--- src/rtl/johnson_seq_ctrl_if.sv ---
// Request/status bundle for the Johnson-ring sequencer.
// Handshake: a run request (start + steps + dir) is taken on a rising clk edge only while ready=1; no queueing.
interface johnson_seq_ctrl_if #(
  parameter int WIDTH = 4,
  parameter int CNT_W = 8,
  parameter int IDX_W = 3
);
  logic             start;
  logic [CNT_W-1:0] steps;
  logic             dir;
  logic             hold;
  logic             abort;
  logic             clear;
  logic [WIDTH-1:0] q;
  logic [IDX_W-1:0] phase_idx;
  logic             busy;
  logic             ready;
  logic             done;
  logic             aborted;
  logic             run_state;

  modport master (
    output start, steps, dir, hold, abort, clear,
    input  q, phase_idx, busy, ready, done, aborted, run_state
  );

  modport slave (
    input  start, steps, dir, hold, abort, clear,
    output q, phase_idx, busy, ready, done, aborted, run_state
  );
endinterface

--- src/rtl/johnson_seq_ctrl.sv ---
// Bounded, reversible, pausable sequencer for a WIDTH-stage Johnson ring.
// Two-state FSM (IDLE/RUN); run_state exposes the FSM state for observation.
module johnson_seq_ctrl #(
  parameter int WIDTH = 4,
  parameter int CNT_W = 8,
  parameter int IDX_W = 3
) (
  input logic               clk,
  input logic               reset,
  johnson_seq_ctrl_if.slave bus
);
  typedef enum logic {IDLE = 1'b0, RUN = 1'b1} state_t;

  localparam int PW = IDX_W + 1;
  localparam logic [IDX_W:0] RING = PW'(2 * WIDTH);

  state_t           state;
  logic [WIDTH-1:0] q;
  logic [CNT_W-1:0] rem;
  logic             dir_r;
  logic             done;
  logic             aborted;
  logic [WIDTH-1:0] q_fwd;
  logic [WIDTH-1:0] q_rev;
  logic [IDX_W:0]   pop;
  logic [IDX_W:0]   idx_full;

  assign q_fwd = {q[WIDTH-2:0], ~q[WIDTH-1]};
  assign q_rev = {~q[0], q[WIDTH-1:1]};

  // Once the MSB is set the ring is in its second half, counting ones downward.
  always_comb begin
    pop = '0;
    for (int i = 0; i < WIDTH; i++) pop = pop + PW'(q[i]);
    idx_full = q[WIDTH-1] ? (RING - pop) : pop;
  end

  always_ff @(posedge clk) begin
    if (reset) begin
      state   <= IDLE;
      q       <= '0;
      rem     <= '0;
      dir_r   <= 1'b0;
      done    <= 1'b0;
      aborted <= 1'b0;
    end else begin
      done    <= 1'b0;
      aborted <= 1'b0;
      case (state)
        IDLE: begin
          if (bus.clear) begin
            q <= '0;
          end else if (bus.start) begin
            if (bus.steps != '0) begin
              rem   <= bus.steps;
              dir_r <= bus.dir;
              state <= RUN;
            end else begin
              done <= 1'b1;
            end
          end
        end
        RUN: begin
          // Abort outranks even the final step: q stays put and done is withheld.
          if (bus.abort) begin
            state   <= IDLE;
            aborted <= 1'b1;
          end else if (!bus.hold) begin
            q   <= dir_r ? q_rev : q_fwd;
            rem <= rem - CNT_W'(1);
            if (rem == CNT_W'(1)) begin
              state <= IDLE;
              done  <= 1'b1;
            end
          end
        end
        default: state <= IDLE;
      endcase
    end
  end

  assign bus.q         = q;
  assign bus.phase_idx = idx_full[IDX_W-1:0];
  assign bus.busy      = (state == RUN);
  assign bus.ready     = (state != RUN);
  assign bus.done      = done;
  assign bus.aborted   = aborted;
  assign bus.run_state = state;
endmodule

--- src/flat_wrapper.sv ---
// flat-port wrapper written by rule: the top's interface ports become plain ports
module johnson_seq_ctrl_flat 
#(
  parameter int WIDTH = 4,
  parameter int CNT_W = 8,
  parameter int IDX_W = 3
)
  (clk, reset, bus_start, bus_steps, bus_dir, bus_hold, bus_abort, bus_clear, bus_q, bus_phase_idx, bus_busy, bus_ready, bus_done, bus_aborted, bus_run_state);
  johnson_seq_ctrl_if #(.WIDTH(WIDTH), .CNT_W(CNT_W), .IDX_W(IDX_W)) bus_i ();
  input logic clk;
  input logic reset;
  input wire logic [$bits(bus_i.start)-1:0] bus_start;
  input wire logic [$bits(bus_i.steps)-1:0] bus_steps;
  input wire logic [$bits(bus_i.dir)-1:0] bus_dir;
  input wire logic [$bits(bus_i.hold)-1:0] bus_hold;
  input wire logic [$bits(bus_i.abort)-1:0] bus_abort;
  input wire logic [$bits(bus_i.clear)-1:0] bus_clear;
  output wire logic [$bits(bus_i.q)-1:0] bus_q;
  output wire logic [$bits(bus_i.phase_idx)-1:0] bus_phase_idx;
  output wire logic [$bits(bus_i.busy)-1:0] bus_busy;
  output wire logic [$bits(bus_i.ready)-1:0] bus_ready;
  output wire logic [$bits(bus_i.done)-1:0] bus_done;
  output wire logic [$bits(bus_i.aborted)-1:0] bus_aborted;
  output wire logic [$bits(bus_i.run_state)-1:0] bus_run_state;
  assign bus_i.start = bus_start;
  assign bus_i.steps = bus_steps;
  assign bus_i.dir = bus_dir;
  assign bus_i.hold = bus_hold;
  assign bus_i.abort = bus_abort;
  assign bus_i.clear = bus_clear;
  assign bus_q = bus_i.q;
  assign bus_phase_idx = bus_i.phase_idx;
  assign bus_busy = bus_i.busy;
  assign bus_ready = bus_i.ready;
  assign bus_done = bus_i.done;
  assign bus_aborted = bus_i.aborted;
  assign bus_run_state = bus_i.run_state;
  johnson_seq_ctrl #(.WIDTH(WIDTH), .CNT_W(CNT_W), .IDX_W(IDX_W)) u_core (.clk(clk), .reset(reset), .bus(bus_i));
endmodule
--- config.mk ---
export PLATFORM = sky130hd
export DESIGN_NAME = johnson_seq_ctrl_flat
export DESIGN_NICKNAME = d
export VERILOG_FILES = /design/src/rtl/johnson_seq_ctrl_if.sv /design/src/rtl/johnson_seq_ctrl.sv /design/src/flat_wrapper.sv
export SDC_FILE = /design/constraint.sdc
export NUM_CORES = 1
export LEC_CHECK = 0
export CAP_MARGIN = 20
export CORE_ASPECT_RATIO = 1.1
export CORE_MARGIN = 2
export CORE_UTILIZATION = 57
export DETAILED_ROUTE_END_ITERATION = 12
export DONT_BUFFER_PORTS = 1
export PLACE_DENSITY = 0.7
export SYNTH_ARGS = -nofsm -noshare
export SYNTH_HDL_FRONTEND = slang
export SYNTH_SLANG_ARGS = --single-unit
export TNS_END_PERCENT = 100
--- constraint.sdc ---
create_clock -name clk -period 4.4 [get_ports clk]
set_clock_uncertainty 0.1 [all_clocks]
set_input_delay 0.88 -clock clk [delete_from_list [all_inputs] [get_ports clk]]
set_output_delay 0.88 -clock clk [all_outputs]
set_load 0.01 [all_outputs]
==> results_dict.tcl, run 1 <==
set metrics [dict create \
    setup_ws_ps 1280 \
    min_path_type "flip-flop to flip-flop" \
    fin_nets 146 \
    r2r_end "u_core.rem[3]" \
    areaGrowthSynthToFinish_pct 0.830 \
    seq_area_frac_synth_pct 30.4 \
    drtIter0Drc 28 \
    slew_headroom_pct 56.2 \
    ir_worst_vdd_uv 159 \
    rsz0062_at_grt "false" \
    cp_data_arrival_time_ps 2140 \
    p_per_area_nw_per_um2 284 \
    crit_slowest_cell "dfxtp_1" \
    hold_violations 0 \
    finalSetupViolations 0 \
    die_x_um 45.0 \
    period_needed_ps 3120 \
    clk_pin_slew_ps 100 \
    cellLeakagePower_nw 0.385 \
    ctsHoldBuffers 0 \
    fin_tns_setup_ps 0 \
    avgViaCountPerCell 6.32 \
    drive_above_1_share_pct 9.68 \
    wl_per_cell_um 14.8 \
    reg2reg_from "u_core.bus.busy" \
    ys.warnings.count 0 \
    wl_met2_um 1050 \
    max_freq_mhz 320 \
    cp_max_fo 5 \
    hold_end "u_core.rem[6]" \
    vias 898 \
    critPathKind "flip-flop to primary output" \
    grt_max_degree 22 \
    period_share_pct 71.0 \
    syn_avg_cell_area_um2 8.18 \
    h-tree-depth 1 \
    p_comb_share_pct 15.2 \
    dp_hpwl_um 1540 \
    ys_ff_latch 16 \
    worst_pin_slew_ps 650 \
    wl_met3_um 144 \
    cts_tree "done" \
    io_buffers 0 \
    fin_area_um2 1060 \
    min_from "u_core.rem[6]" \
    die_h_um 49.1 \
    status "completed" \
    drcViolationCount 0 \
    detail_route.wirelength.met1_um 902 \
    crit_path_max_incr_delay_ps 390 \
    p_int_w 0.000223 \
    overflow 0 \
    drt-pass1-iter-count 4 \
    cts.sinks 16 \
    cts_made_buffers 3 \
    start_util_pct 59.9 \
    seqPwrFrac_pct 52.8 \
    async_flop_share_pct 0 \
    power_w 0.000302 \
    rows 16 \
    top_layer "met4" \
    synth_cell_types 36 \
    crit_required_ps 3420 \
    grt_use_total_pct 20.8 \
    wl_um 2110 \
    worstPathCellList "ha_1, inv_1, fa_1, inv_1, ha_1, inv_1, ha_1, nand2b_1, xnor2_1" \
    synth_most_common_cell "dfxtp_1" \
    cts_resized 0 \
    clock_latency_ps 280 \
    netlist_instances 129 \
    power_switching_w 0.0000799 \
    core_region_area_um2 1760 \
    r2r_slack_ps 2150 \
    synth-main-ff-cell "dfxtp_1" \
    synth_area_leaders "dfxtp_1 (30%), ha_1 (5.9%), mux2i_1 (5.7%), a21oi_1 (5.2%), nor2_1 (4.3%)" \
    hold_depth 2 \
    gp_congestion 0.729 \
    grt_pass1_vias 805 \
    synthTopCellsByCount "dfxtp_1 (16), nor2_1 (12), a21oi_1 (11), inv_1 (9), nand2_1 (9)" \
    dieArea_um2 2210 \
    clock-root-buffer "clkbuf_4" \
    antenna_found_initial 0 \
    p_clk_share_pct 31.9 \
    io_pins 27 \
    post_dp_cell_area_um2 1030 \
    cap_violations 0 \
    num_antenna_cells 0 \
    ant_nets 0 \
    r2r_cells 3 \
    swShare_pct 26.4 \
    synth.net_count 150 \
    cts_setup_buffers 0 \
    synth_top_area_cell "dfxtp_1" \
    yosysTopAreaCellShare_pct 30.4 \
    slew_viol_final 0 \
    grt_pass1_wl_um 3490 \
    synth_enable_flop_cells 0 \
    netlist_area_um2 1050 \
    crit_path_start_kind "flip-flop" \
    pre_cts_ws_ps 1580 \
    clockBufferDepth 2 \
    worst_setup_path_end_kind "primary output" \
]
through the flow:
stage                     util [%]  hold WS, ps  cells
after floorplan                  -          349    129
after global placement        58.3          362    138
after detailed placement      58.3          371    138
after CTS                     60.4          387    142
after global routing          60.4          414    142
final                         60.4          387    142
critical path: cells and delay by family, from the launching register on:
kind | cells | cell delay [ps]
XOR/XNOR | 1 | 260
adder cells (fa/ha/maj) | 4 | 920
buffers and inverters | 3 | 150
flip-flops | 1 | 390
AND/OR/NAND/NOR | 1 | 140
cells in the final DEF (no fill, tap or decap), types with 4 or more instances in the layout:
master	synthesis	routed
a21oi_1	11	11
o32ai_1	4	4
dfxtp_1	16	16
nor2_1	12	12
nand2b_1	7	7
nand3_1	5	5
ha_1	5	5
mux2i_1	6	6
nand2_1	9	9
inv_1	9	9
area by class of cell:
class | count | area [um^2]
Sequential cell | 16 | 320
Inverter | 9 | 33.8
Clock buffer | 4 | 36.3
Fill cell | 171 | 698
Multi-Input combinational cell | 95 | 651
Tap cell | 18 | 22.5
state kept, by name, summed over array words and instances (netlist names):
name / flops
u_core.bus.aborted: 1
u_core.bus.busy: 1
u_core.bus.done: 1
u_core.bus.q: 4
u_core.dir_r: 1
u_core.rem: 8
power groups by stage:
stage,Combinational [W],Sequential (W),Clock [W]
finish,0.0000461,0.000160,0.0000966
global route,0.0000523,0.000161,0.000107
CTS,0.0000464,0.000160,0.0000992
detailed placement,0.0000463,0.000163,0
global placement,0.0000457,0.000163,0
floorplan,0.0000458,0.000159,0
cells by family after synthesis:
kind of cell             Yosys count  share of synthesized area [%]
AND/OR/NAND/NOR                   50                           26.0
AO/OA/AOI/OAI                     32                           21.4
buffers and inverters             18                           7.95
flip-flops                        16                           30.4
multiplexers                       6                           5.69
adder cells (fa/ha/maj)            6                           7.83
XOR/XNOR                           1                          0.831
how the worst max path moves through the flow:
stage,startpoint,end,slack [ps],cells after the start
2_1_floorplan,u_core.bus.q[0],bus_phase_idx[2],1670,9
3_3_place_gp,u_core.bus.q[1],bus_phase_idx[2],1630,9
3_5_place_dp,u_core.bus.q[0],bus_phase_idx[2],1580,9
4_1_cts,u_core.bus.q[0],bus_phase_idx[2],1250,9
5_1_grt,u_core.bus.q[0],bus_phase_idx[2],1090,9
6_report,u_core.bus.q[0],bus_phase_idx[2],1280,9
routing by layer:
layer	track usage, %	up-vias
li1	-	453
met1	27.5	417
met2	32.9	26
met3	4.44	2
met4	7.35	0
met5	0	-
Power figures use the tool's default switching activity.
==> run 2, diff against run 1 <==
Clock period 4.4 ns to 3 ns, I/O delays scaled along.
==> run 2 against run 1 <==
Final cell count unchanged. Sequential power increased by 46%. Sequential cell count unchanged. Clock-buffer cell count unchanged. Register-to-register slack got worse by 1400 ps. Combinational power increased by 47%. First-iteration DRC count unchanged. Wire length decreased by 0.14%. Critical path depth unchanged. Clock power increased by 47%. Sequential share of layout area decreased by 0.21 points.
==> results_dict.tcl, run 2 (same netlist as run 1, synthesis figures left out) <==
set metrics [dict create \
    status "completed" \
    ant_nets 0 \
    num_antenna_cells 0 \
    fin_tns_setup_ps 0 \
    grt_max_degree 22 \
    fin_nets 146 \
    seqPwrFrac_pct 52.8 \
    critPathKind "flip-flop to primary output" \
    dp_hpwl_um 1540 \
    largestRegisters "u_core.rem: 8 flops, u_core.bus.q: 4 flops" \
    cp_max_fo 5 \
    gp_congestion 0.729 \
    ir_worst_vdd_uv 233 \
    cts_tree "done" \
    dieArea_um2 2210 \
    hold_violations 0 \
    clk_pin_slew_ps 100 \
    p_per_area_nw_per_um2 414 \
    io_pins 27 \
    worst_setup_path_end_kind "primary output" \
    cellLeakagePower_nw 0.394 \
    finalSetupViolations 0 \
    core_region_area_um2 1760 \
    rows 16 \
    io_buffers 0 \
    grt_pass1_wl_um 3490 \
    die_x_um 45.0 \
    cp_data_arrival_time_ps 2110 \
    clockBufferDepth 2 \
    period_needed_ps 2810 \
    drt-pass1-iter-count 4 \
    mostFrequentLayoutCells "dfxtp_1 (16), nor2_1 (12), a21oi_1 (11)" \
    grt_pass1_vias 805 \
    worst_pin_slew_ps 650 \
    period_share_pct 93.7 \
    avgViaCountPerCell 6.32 \
    h-tree-depth 1 \
    wl_um 2100 \
    detail_route.wirelength.met1_um 903 \
    wl_met3_um 139 \
    p_comb_share_pct 15.2 \
    power_switching_w 0.000117 \
    vias 897 \
    areaGrowthSynthToFinish_pct 1.54 \
    ctsHoldBuffers 0 \
    start_util_pct 59.9 \
    cap_violations 0 \
    drtIter0Drc 28 \
    drcViolationCount 0 \
    slew_viol_final 0 \
    clock_latency_ps 280 \
    final_common_cell "dfxtp_1" \
    p_int_w 0.000326 \
    antenna_found_initial 0 \
    wl_met2_um 1050 \
    cts_made_buffers 3 \
    rsz0062_at_grt "false" \
    wl_per_cell_um 14.8 \
    crit_required_ps 2300 \
    overflow 0 \
    p_clk_share_pct 31.9 \
    cts.sinks 16 \
    min_path_type "input port to flip-flop" \
    drive_above_1_share_pct 10.5 \
    clock-root-buffer "clkbuf_4" \
    post_dp_cell_area_um2 1030 \
    largest_register_ffs 8 \
    die_h_um 49.1 \
    top_layer "met4" \
    fin_area_um2 1070 \
    slew_headroom_pct 56.2 \
    crit_path_start_kind "flip-flop" \
    grt_use_total_pct 20.8 \
    max_freq_mhz 356 \
    top_register "u_core.rem" \
    swShare_pct 26.4 \
]
-- run 2: cell count changes in the layout (fill, tap and decap cells not counted) --
cell / before / now
xnor2_2: 0 / 1
o21ai_1: 1 / 2
o21ai_0: 3 / 2
xnor2_1: 1 / 0
-- run 2: power groups by stage --
stage	sequential, W	combinational (W)	clock [W]
after floorplan	0.000233	0.0000672	0
after global routing	0.000236	0.0000768	0.000157
after detailed placement	0.000239	0.0000680	0
final	0.000234	0.0000676	0.000142
after global placement	0.000239	0.0000670	0
after CTS	0.000234	0.0000680	0.000146
-- run 2: critical path, stage by stage (launching register included) --
cell and delay (ps):
dfxtp_1 390, ha_1 300, inv_1 40, fa_1 350
inv_1 70, ha_1 210, inv_1 70, ha_1 120
nand2b_1 130, xnor2_2 140
-- run 2: final cells by class --
class,instances,area (um^2)
Clock buffer,4,36.3
Fill cell,168,691
Inverter,9,33.8
Multi-Input combinational cell,95,658
Sequential cell,16,320
Tap cell,18,22.5
-- run 2: final timing paths --
path	startpoint	endpoint	slack, ps	cells past startpoint
min	reset	u_core.rem[1]	270	1
max reg2reg	u_core.bus.busy	u_core.rem[3]	750	3
min reg2reg	u_core.rem[6]	u_core.rem[6]	390	2
max	u_core.bus.q[0]	bus_phase_idx[2]	190	9
-- run 2: per-layer routing --
layer | GRT usage [%] | up-vias
met5 | 0 | -
met4 | 7.35 | 0
met3 | 4.44 | 2
met2 | 32.9 | 25
met1 | 27.5 | 417
li1 | - | 453
-- run 2: per-stage QoR --
stage	std cells	total power (W)	worst slack (ps)	util [%]	hold WS (ps)
floorplan	129	0.000300	550	-	349
global placement	138	0.000306	506	58.3	362
detailed placement	138	0.000307	460	58.3	371
CTS	142	0.000448	135	60.4	263
global route	142	0.000470	14.7	60.8	250
finish	142	0.000444	189	60.8	270
-- run 2: what timing repair did --
item                                    CTS  global route
buffers inserted                          0             0
resized for setup                         0             2
endpoints found under the setup margin    0             2
==> run 3, diff against run 2 <==
Settings changed: CORE_MARGIN 2 to 1, SLEW_MARGIN from default to 40.
==> run 3 against run 2 <==
Combinational power up 8.0%. Via count up 0.33%. Sequential cell count unchanged. Non-clock buffer count up 1. Clock-buffer cell count unchanged. Design area down 0.12%. Power up 1.1%. Final cell count unchanged. Utilization up 4.0 points. Die area down 8.3%. Register-to-register slack better by 390 ps. Critical path type unchanged. Highest routed layer unchanged.
==> results_dict.tcl, run 3 (same netlist as run 1, synthesis figures left out) <==
set metrics [dict create \
    avgViaCountPerCell 6.34 \
    mostFrequentLayoutCells "dfxtp_1 (16), nor2_1 (12), a21oi_1 (11)" \
    h-tree-depth 1 \
    final_core_util_pct 64.8 \
    antenna_found_initial 0 \
    p_int_w 0.000327 \
    drcViolationCount 0 \
    crit_required_ps 2300 \
    cts_resized 0 \
    slew_viol_final 0 \
    drive_above_1_share_pct 10.4 \
    gp_congestion 0.789 \
    power_switching_w 0.000121 \
    worst_pin_slew_ps 673 \
    rsz0062_at_grt "false" \
    status "completed" \
    crit_path_start_kind "flip-flop" \
    fin_nets 147 \
    ir_worst_vdd_uv 319 \
    overflow 0 \
    clock-root-buffer "clkbuf_4" \
    hold_violations 0 \
    top_register "u_core.rem" \
    worstPathCellList "ha_1, inv_1, fa_1, inv_1, ha_1, inv_1, ha_1, nand2b_1, xnor2_1" \
    grt_pass1_vias 790 \
    cap_violations 0 \
    grt_use_total_pct 23.2 \
    period_share_pct 93.8 \
    crit_path_max_incr_delay_ps 390 \
    worst_setup_path_end_kind "primary output" \
    cts.sinks 16 \
    seqPwrFrac_pct 51.4 \
    core_region_area_um2 1650 \
    cellLeakagePower_nw 0.390 \
    die_h_um 47.1 \
    cp_max_fo 5 \
    num_antenna_cells 0 \
    min_path_type "input port to flip-flop" \
    cts_tree "done" \
    cp_data_arrival_time_ps 2110 \
    drtIter0Drc 17 \
    whs_ps 269 \
    cts_setup_buffers 0 \
    slew_headroom_pct 55.2 \
    cts_made_buffers 3 \
    clockBufferDepth 2 \
    vias 900 \
    largestRegisters "u_core.rem: 8 flops, u_core.bus.q: 4 flops" \
    ctsHoldBuffers 0 \
    crit_slowest_cell "dfxtp_1" \
    period_needed_ps 2810 \
    start_util_pct 63.9 \
    io_buffers 0 \
    areaGrowthSynthToFinish_pct 1.42 \
    clock_latency_ps 280 \
    wl_um 2220 \
    rows 15 \
    largest_register_ffs 8 \
    p_comb_share_pct 16.3 \
    drt-pass1-iter-count 4 \
    ant_nets 0 \
    dieArea_um2 2030 \
    fin_tns_setup_ps 0 \
    grt_pass1_wl_um 3510 \
    clk_pin_slew_ps 100 \
    dp_hpwl_um 1610 \
    swShare_pct 27.0 \
    grt_max_degree 22 \
    finalSetupViolations 0 \
    wl_per_cell_um 15.6 \
    max_freq_mhz 356 \
    critPathKind "flip-flop to primary output" \
    io_pins 27 \
    final_common_cell "dfxtp_1" \
    die_x_um 43.0 \
    p_clk_share_pct 32.3 \
    p_per_area_nw_per_um2 419 \
]
run 3: cell types whose count changed in the layout (fill, tap and decap cells not counted):
cell     delta
buf_4       +1
o21ai_0     +1
o21ai_1     -1
xnor2_1     +1
xnor2_2     -1
run 3: critical path: cells and delay by family, from the launching register on:
kind | cells | cell delay, ps
buf+inv | 3 | 140
simple gates | 1 | 140
xor+xnor | 1 | 260
fa+ha+maj | 4 | 910
flops | 1 | 390
run 3: area by class of cell:
| class | instances | area (um^2) |
|---|---|---|
| fillers | 158 | 582 |
| multi-input cells | 95 | 651 |
| inverters | 9 | 33.8 |
| flip-flops and latches | 16 | 320 |
| repair buffers | 1 | 7.51 |
| clock buffers | 4 | 36.3 |
| well taps | 17 | 21.3 |
run 3: routing by layer:
| layer | vias to the layer above | GRT usage, % | wire length (um) |
|---|---|---|---|
| met4 | 0 | 5.45 | 11 |
| met5 | - | 0 | 0 |
| li1 | 451 | - | - |
| met3 | 2 | 5.00 | 126 |
| met2 | 26 | 40.0 | 1070 |
| met1 | 421 | 30.2 | 1010 |
run 3: power groups by stage:
stage / combinational [W] / clock (W) / sequential [W]
finish: 0.0000730 / 0.000145 / 0.000231
global route: 0.0000806 / 0.000156 / 0.000232
CTS: 0.0000730 / 0.000147 / 0.000230
detailed placement: 0.0000728 / 0 / 0.000235
global placement: 0.0000716 / 0 / 0.000235
floorplan: 0.0000672 / 0 / 0.000233
run 3: worst paths after layout:
path / from / end / slack [ps] / cells after the start
setup / recovery: u_core.bus.q[0] / bus_phase_idx[2] / 190 / 9
hold / removal: reset / u_core.rem[0] / 270 / 1
setup reg to reg: u_core.bus.busy / u_core.rem[3] / 1140 / 5
hold reg to reg: u_core.rem[6] / u_core.rem[6] / 400 / 2
run 3: stage by stage:
step	worst slack (ps)	power, W	instance area [um^2]	instances
5_1_grt	25.1	0.000469	1070	142
3_3_place_gp	504	0.000307	1030	138
4_1_cts	167	0.000450	1070	142
6_report	187	0.000448	1070	142
2_1_floorplan	550	0.000300	1050	129
3_5_place_dp	481	0.000308	1030	138
